File: src/rtl/seven_seg_scan_driver.sv
// rtl/seven_seg_scan_driver.sv - time-multiplexed N-digit hex 7-segment driver
// Double-buffered display value swaps only at frame boundaries so a digit never tears.
module seven_seg_scan_driver #(
    parameter int NUM_DIGITS     = 4,
    parameter int CLK_DIV        = 50000,
    parameter int SEG_ACTIVE_LOW = 0,
    parameter int AN_ACTIVE_LOW  = 1
) (
    input  logic                    clk,
    input  logic                    rst_n,
    input  logic                    load,
    input  logic [4*NUM_DIGITS-1:0] value,
    input  logic [NUM_DIGITS-1:0]   dp_in,
    input  logic                    blank_lz,
    input  logic                    enable,
    output logic [6:0]              seg,
    output logic                    dp,
    output logic [NUM_DIGITS-1:0]   an,
    output logic                    pending,
    output logic                    frame_done
);

    localparam int CNT_W = (CLK_DIV > 1) ? $clog2(CLK_DIV) : 1;
    localparam int IDX_W = (NUM_DIGITS > 1) ? $clog2(NUM_DIGITS) : 1;
    localparam logic [6:0]            SEG_OFF = (SEG_ACTIVE_LOW != 0) ? 7'h7f : 7'h00;
    localparam logic                  DP_OFF  = (SEG_ACTIVE_LOW != 0);
    localparam logic [NUM_DIGITS-1:0] AN_OFF  = (AN_ACTIVE_LOW != 0) ? {NUM_DIGITS{1'b1}}
                                                                      : {NUM_DIGITS{1'b0}};

    logic [CNT_W-1:0]          div_cnt_q, div_cnt_d;
    logic [IDX_W-1:0]          digit_idx_q, digit_idx_d;
    logic [4*NUM_DIGITS-1:0]   pend_val_q, pend_val_d;
    logic [NUM_DIGITS-1:0]     pend_dp_q, pend_dp_d;
    logic [4*NUM_DIGITS-1:0]   act_val_q, act_val_d;
    logic [NUM_DIGITS-1:0]     act_dp_q, act_dp_d;
    logic                      pending_q, pending_d;
    logic                      frame_done_q, frame_done_d;
    logic [6:0]                seg_q, seg_d;
    logic                      dp_q, dp_d;
    logic [NUM_DIGITS-1:0]     an_q, an_d;

    logic                      slot_end;
    logic                      frame_end;
    logic [NUM_DIGITS-1:0]     blank;
    logic                      zero_above;
    logic [3:0]                cur_nib;
    logic                      cur_dp;
    logic                      cur_blank;
    logic [6:0]                seg_raw;
    logic [NUM_DIGITS-1:0]     an_raw;

    function automatic logic [6:0] hex_to_seg(input logic [3:0] h);
        case (h)
            4'h0:    hex_to_seg = 7'b1111110;
            4'h1:    hex_to_seg = 7'b0110000;
            4'h2:    hex_to_seg = 7'b1101101;
            4'h3:    hex_to_seg = 7'b1111001;
            4'h4:    hex_to_seg = 7'b0110011;
            4'h5:    hex_to_seg = 7'b1011011;
            4'h6:    hex_to_seg = 7'b1011111;
            4'h7:    hex_to_seg = 7'b1110000;
            4'h8:    hex_to_seg = 7'b1111111;
            4'h9:    hex_to_seg = 7'b1111011;
            4'hA:    hex_to_seg = 7'b1110111;
            4'hB:    hex_to_seg = 7'b0011111;
            4'hC:    hex_to_seg = 7'b1001110;
            4'hD:    hex_to_seg = 7'b0111101;
            4'hE:    hex_to_seg = 7'b1001111;
            default: hex_to_seg = 7'b1000111;
        endcase
    endfunction

    always_comb begin
        slot_end    = (div_cnt_q == CNT_W'(CLK_DIV - 1));
        frame_end   = slot_end && (digit_idx_q == IDX_W'(NUM_DIGITS - 1));
        div_cnt_d   = slot_end ? '0 : div_cnt_q + 1'b1;
        digit_idx_d = digit_idx_q;
        if (slot_end) begin
            digit_idx_d = (digit_idx_q == IDX_W'(NUM_DIGITS - 1)) ? '0 : digit_idx_q + 1'b1;
        end
        frame_done_d = frame_end;

        pend_val_d = pend_val_q;
        pend_dp_d  = pend_dp_q;
        act_val_d  = act_val_q;
        act_dp_d   = act_dp_q;
        pending_d  = pending_q;
        // A load landing on the boundary bypasses the pending buffer entirely.
        if (frame_end && load) begin
            act_val_d = value;
            act_dp_d  = dp_in;
            pending_d = 1'b0;
        end else if (frame_end && pending_q) begin
            act_val_d = pend_val_q;
            act_dp_d  = pend_dp_q;
            pending_d = 1'b0;
        end else if (load) begin
            pend_val_d = value;
            pend_dp_d  = dp_in;
            pending_d  = 1'b1;
        end
    end

    always_comb begin
        blank      = '0;
        zero_above = 1'b1;
        for (int i = NUM_DIGITS - 1; i >= 1; i--) begin
            zero_above = zero_above & (act_val_q[i*4 +: 4] == 4'h0);
            blank[i]   = blank_lz & zero_above;
        end

        cur_nib   = 4'h0;
        cur_dp    = 1'b0;
        cur_blank = 1'b0;
        an_raw    = '0;
        for (int i = 0; i < NUM_DIGITS; i++) begin
            if (digit_idx_q == IDX_W'(i)) begin
                cur_nib   = act_val_q[i*4 +: 4];
                cur_dp    = act_dp_q[i];
                cur_blank = blank[i];
                an_raw[i] = 1'b1;
            end
        end
        seg_raw = cur_blank ? 7'b0000000 : hex_to_seg(cur_nib);

        seg_d = SEG_OFF;
        dp_d  = DP_OFF;
        an_d  = AN_OFF;
        if (enable) begin
            seg_d = (SEG_ACTIVE_LOW != 0) ? ~seg_raw : seg_raw;
            dp_d  = (SEG_ACTIVE_LOW != 0) ? ~cur_dp : cur_dp;
            an_d  = (AN_ACTIVE_LOW != 0) ? ~an_raw : an_raw;
        end
    end

    always_ff @(posedge clk or negedge rst_n) begin
        if (!rst_n) begin
            div_cnt_q    <= '0;
            digit_idx_q  <= '0;
            pend_val_q   <= '0;
            pend_dp_q    <= '0;
            act_val_q    <= '0;
            act_dp_q     <= '0;
            pending_q    <= 1'b0;
            frame_done_q <= 1'b0;
            seg_q        <= SEG_OFF;
            dp_q         <= DP_OFF;
            an_q         <= AN_OFF;
        end else begin
            div_cnt_q    <= div_cnt_d;
            digit_idx_q  <= digit_idx_d;
            pend_val_q   <= pend_val_d;
            pend_dp_q    <= pend_dp_d;
            act_val_q    <= act_val_d;
            act_dp_q     <= act_dp_d;
            pending_q    <= pending_d;
            frame_done_q <= frame_done_d;
            seg_q        <= seg_d;
            dp_q         <= dp_d;
            an_q         <= an_d;
        end
    end

    assign seg        = seg_q;
    assign dp         = dp_q;
    assign an         = an_q;
    assign pending    = pending_q;
    assign frame_done = frame_done_q;

endmodule

File: config.mk
export PLATFORM = sky130hd
export DESIGN_NAME = seven_seg_scan_driver
export DESIGN_NICKNAME = d
export VERILOG_FILES = /design/src/rtl/seven_seg_scan_driver.sv
export SDC_FILE = /design/constraint.sdc
export NUM_CORES = 1
export LEC_CHECK = 0
export BUFFER_PORTS_ARGS = -buffer_cell sky130_fd_sc_hd__buf_2
export CORE_MARGIN = 1
export CORE_UTILIZATION = 40
export CTS_CLUSTER_SIZE = 14
export DETAILED_ROUTE_END_ITERATION = 10
export SYNTH_ARGS = -nofsm -noshare
export SYNTH_HDL_FRONTEND = slang
export SYNTH_SLANG_ARGS = --single-unit
File: constraint.sdc
create_clock -name clk -period 4 [get_ports clk]
set_input_delay 0 -clock clk [delete_from_list [all_inputs] [get_ports clk]]
set_output_delay 0 -clock clk [all_outputs]
set_load 0.02 [all_outputs]
==> metrics.txt <==
Ys Warns 0; Max-Slew Margin vs Limit 29.1%; outcome completed; FF-to-FF Start digit_idx_q[0]; hold path depth 4; RR Endpoint seg[0]; share of the synthesized area in the top cell type roughly 46%; area leader, netlist dfrtp_1; TritonCTS clock tree yes; Die Span X 98.6 um; Max-Cap Viols 0; total power ~1.6 mW; antenna viol nets, final 0; vias in the first global route between 2,000 and 3,000; die footprint 9720 um2; sequential power share 47.6%; Synth Net Count 356; FILL cells 808; final wirelength between 7 and 8 mm; GRT Total Usage around 17%; Max IR drop VDD approximately 170 uV; Crit. End Element flop; GPL Wtd Cong 0.830; layout cell share with drive strength beyond 1 24.6%; Final min period 2.62 ns; asr flop ratio synth 100%; Main synth FF type dfrtp_1; GRT met3 Usage 5.04%; leakage power 2.04 nW; largest net degree at the start of global routing 47; Initial Util 42.0%; worst hold path startpoint blank_lz; Gate power share about a tenth; Port Buffers 38; clock share of power a little over two fifths; crit-path max FO 14; Cell Int Power 1.26 mW; die extent in y 98.6 um; Worst-path clk slew 0.08 ns; Required @ worst endpoint 4.24 ns; clock tree sinks 72; H-tree Lvls 3; CTS Buffer Depth 2; P&R area growth vs syn 18.7%; PD cells 371 nW/um2; initial antenna violation count 0; wire per inst 15.3 um; PostCTS Resize Cnt 0; met1 global-route usage between 20% and 30%; clk root buf clkbuf_8; # setup viols final 0; first-pass GRT wire length 12.8 mm; hpwl dp 5.06 mm; unrepaired setup endpoints after global routing no; Net Sw Frac between 20% and 30%; xor and xnor area share after synthesis between 3 and 4%; routed vias 2,566; setup TNS 0 ns; initial drt markers 110; Worst Setup Path Type flop to flop; core area 8890 um2; Syn Std Cell Area 3730 um2; fin crit share 65.5%; Skew-Pair Late Insertion Delay 0.35 ns; worst hold-check path type input port to flop; Worst-Margin Slew between 1 and 1.5 ns; R2R Setup Slk ~1.4 ns; CP Launch Type flop; Inserted Clock Buffers 9; total count of hold-check failures in the final report 0; busiest grt layer met2; Final nets 413; Pins Over Slew Limit 0; multiplexer share of the synthesized area 10.3%; simple-gate share of the synthesized area roughly a fifth; Post-Syn Area per Cell 11.7 um2; row cnt 34; count leader, synth dfrtp_1; largest family of logic cells by synthesized area simple AND/OR/NAND/NOR gates; Adder-Cell Fraction of Synth Area 3.69%; Compound-Gate Fraction of Synth Area about an eighth; Post-Syn Instances 320; Worst Clk Skew 0.0136 ns; total gr overflow 0; vias per cell about 5.2; WHS Endpoint seg[3]; DRC 0; met2 GRT Util 26.8%; register area share after synthesis 48.4%; Ant. Diodes 0; #FFs+latches synth 72; cell count of the worst reg-to-reg path 7; io pins 39; EDFF count, synth 0; Pre-antenna DRT Iters 5; Critical Path AT 2.86 ns; Distinct cells, synth 55; highest clock rate around 0.38 GHz; Sw Pwr 0.378 mW; Synth area leaders dfrtp_1 46%, mux2_4 8.0%, ha_1 3.7%, o2bb2ai_1 3.5%, and3b_1 3.3%; top post-synthesis cells by count 68 x dfrtp_1, 25 x nand2_1, 22 x a21oi_1
flip-flops by register name (all words and copies together), names as in the netlist:
name         cells
act_dp_q         4
act_val_q       16
an               4
digit_idx_q      2
div_cnt_q       16
dp               1
frame_done       1
pend_dp_q        4
pend_val_q      16
pending          1
seg              7
through the flow:
stage                     hold WS [ns]  setup WS [ns]  util (%)  cells  cell area [um2]
after CTS                        0.181           1.39      49.8    490             4430
after global routing             0.206           1.11      49.8    490             4430
final                            0.179           1.38      49.8    490             4430
after floorplan                 -0.296           1.80         -    320             3730
after global placement           0.231           1.54      44.6    452             3970
after detailed placement         0.243           1.41      44.6    452             3970
worst max-delay path by stage:
stage | from | endpoint | slack (ns) | depth (start not counted)
after floorplan | digit_idx_q[0] | seg[1] | 1.80 | 10
after global placement | digit_idx_q[0] | seg[1] | 1.54 | 9
after detailed placement | digit_idx_q[0] | seg[0] | 1.41 | 7
after CTS | digit_idx_q[0] | seg[0] | 1.39 | 7
after global routing | digit_idx_q[0] | seg[0] | 1.11 | 7
final | digit_idx_q[0] | seg[0] | 1.38 | 7
layout by cell type, fill, tap and decap left out, drive strengths merged, types with 4 or more instances in the layout:
master       count
inv              7
nand3b           7
nand2           27
ha              11
nor2            23
and3b           14
dlygate4sd3     22
nor3             5
nor2b            4
a21oi           22
a32oi            5
xnor2            4
nand3            9
xor2             9
a211oi           4
buf             39
o21ai            6
dfrtp           68
nand4            4
mux2i            5
dfstp            4
clkbuf           9
mux2            23
o2bb2ai         15
critical path: stages, from the launching register on:
cell and delay [ns]:
dfrtp_1 0.40, ha_1 0.50, nor2_2 0.16, a31oi_1 0.50
inv_1 0.20, ha_1 0.26, mux2_2 0.26, a221oi_1 0.23
final cells by class:
cell class                 instances  area [um2]  area share [%]
multi-input combinational        226        1800            40.6
timing repair buffer              61         418            9.43
sequential                        72        1810            40.8
inverter                           7        26.3           0.593
clock buffer                       9         124            2.80
tap                              108         135            3.05
clock inverter                     7         120            2.71
power by group through the flow:
stage / clock [mW] / sequential [mW] / combinational, mW
2_1_floorplan: 0 / 0.797 / 0.0930
3_3_place_gp: 0 / 0.795 / 0.146
3_5_place_dp: 0 / 0.795 / 0.149
4_1_cts: 0.721 / 0.781 / 0.166
5_1_grt: 0.749 / 0.786 / 0.182
6_report: 0.698 / 0.781 / 0.163
kinds of logic (layout without fill, tap and decap cells):
logic type	Yosys count	in the layout
fa+ha+maj	11	11
xor+xnor	13	13
flops	72	72
mux	28	28
simple gates	113	113
buf+inv	22	84
compound gates	61	61
layer usage:
metal  vias up  wire length (um)
met5         -                 0
met4         0                66
met3         6               249
met2        48              3600
met1      1245              3590
li1       1267                 -
timing repair:
item                                   CTS  global route
endpoints found under the hold margin   86             0
hold buffers                            22             0
buffers inserted                         0             0
setup endpoints to repair                0             0
Power figures use the tool's default switching activity.
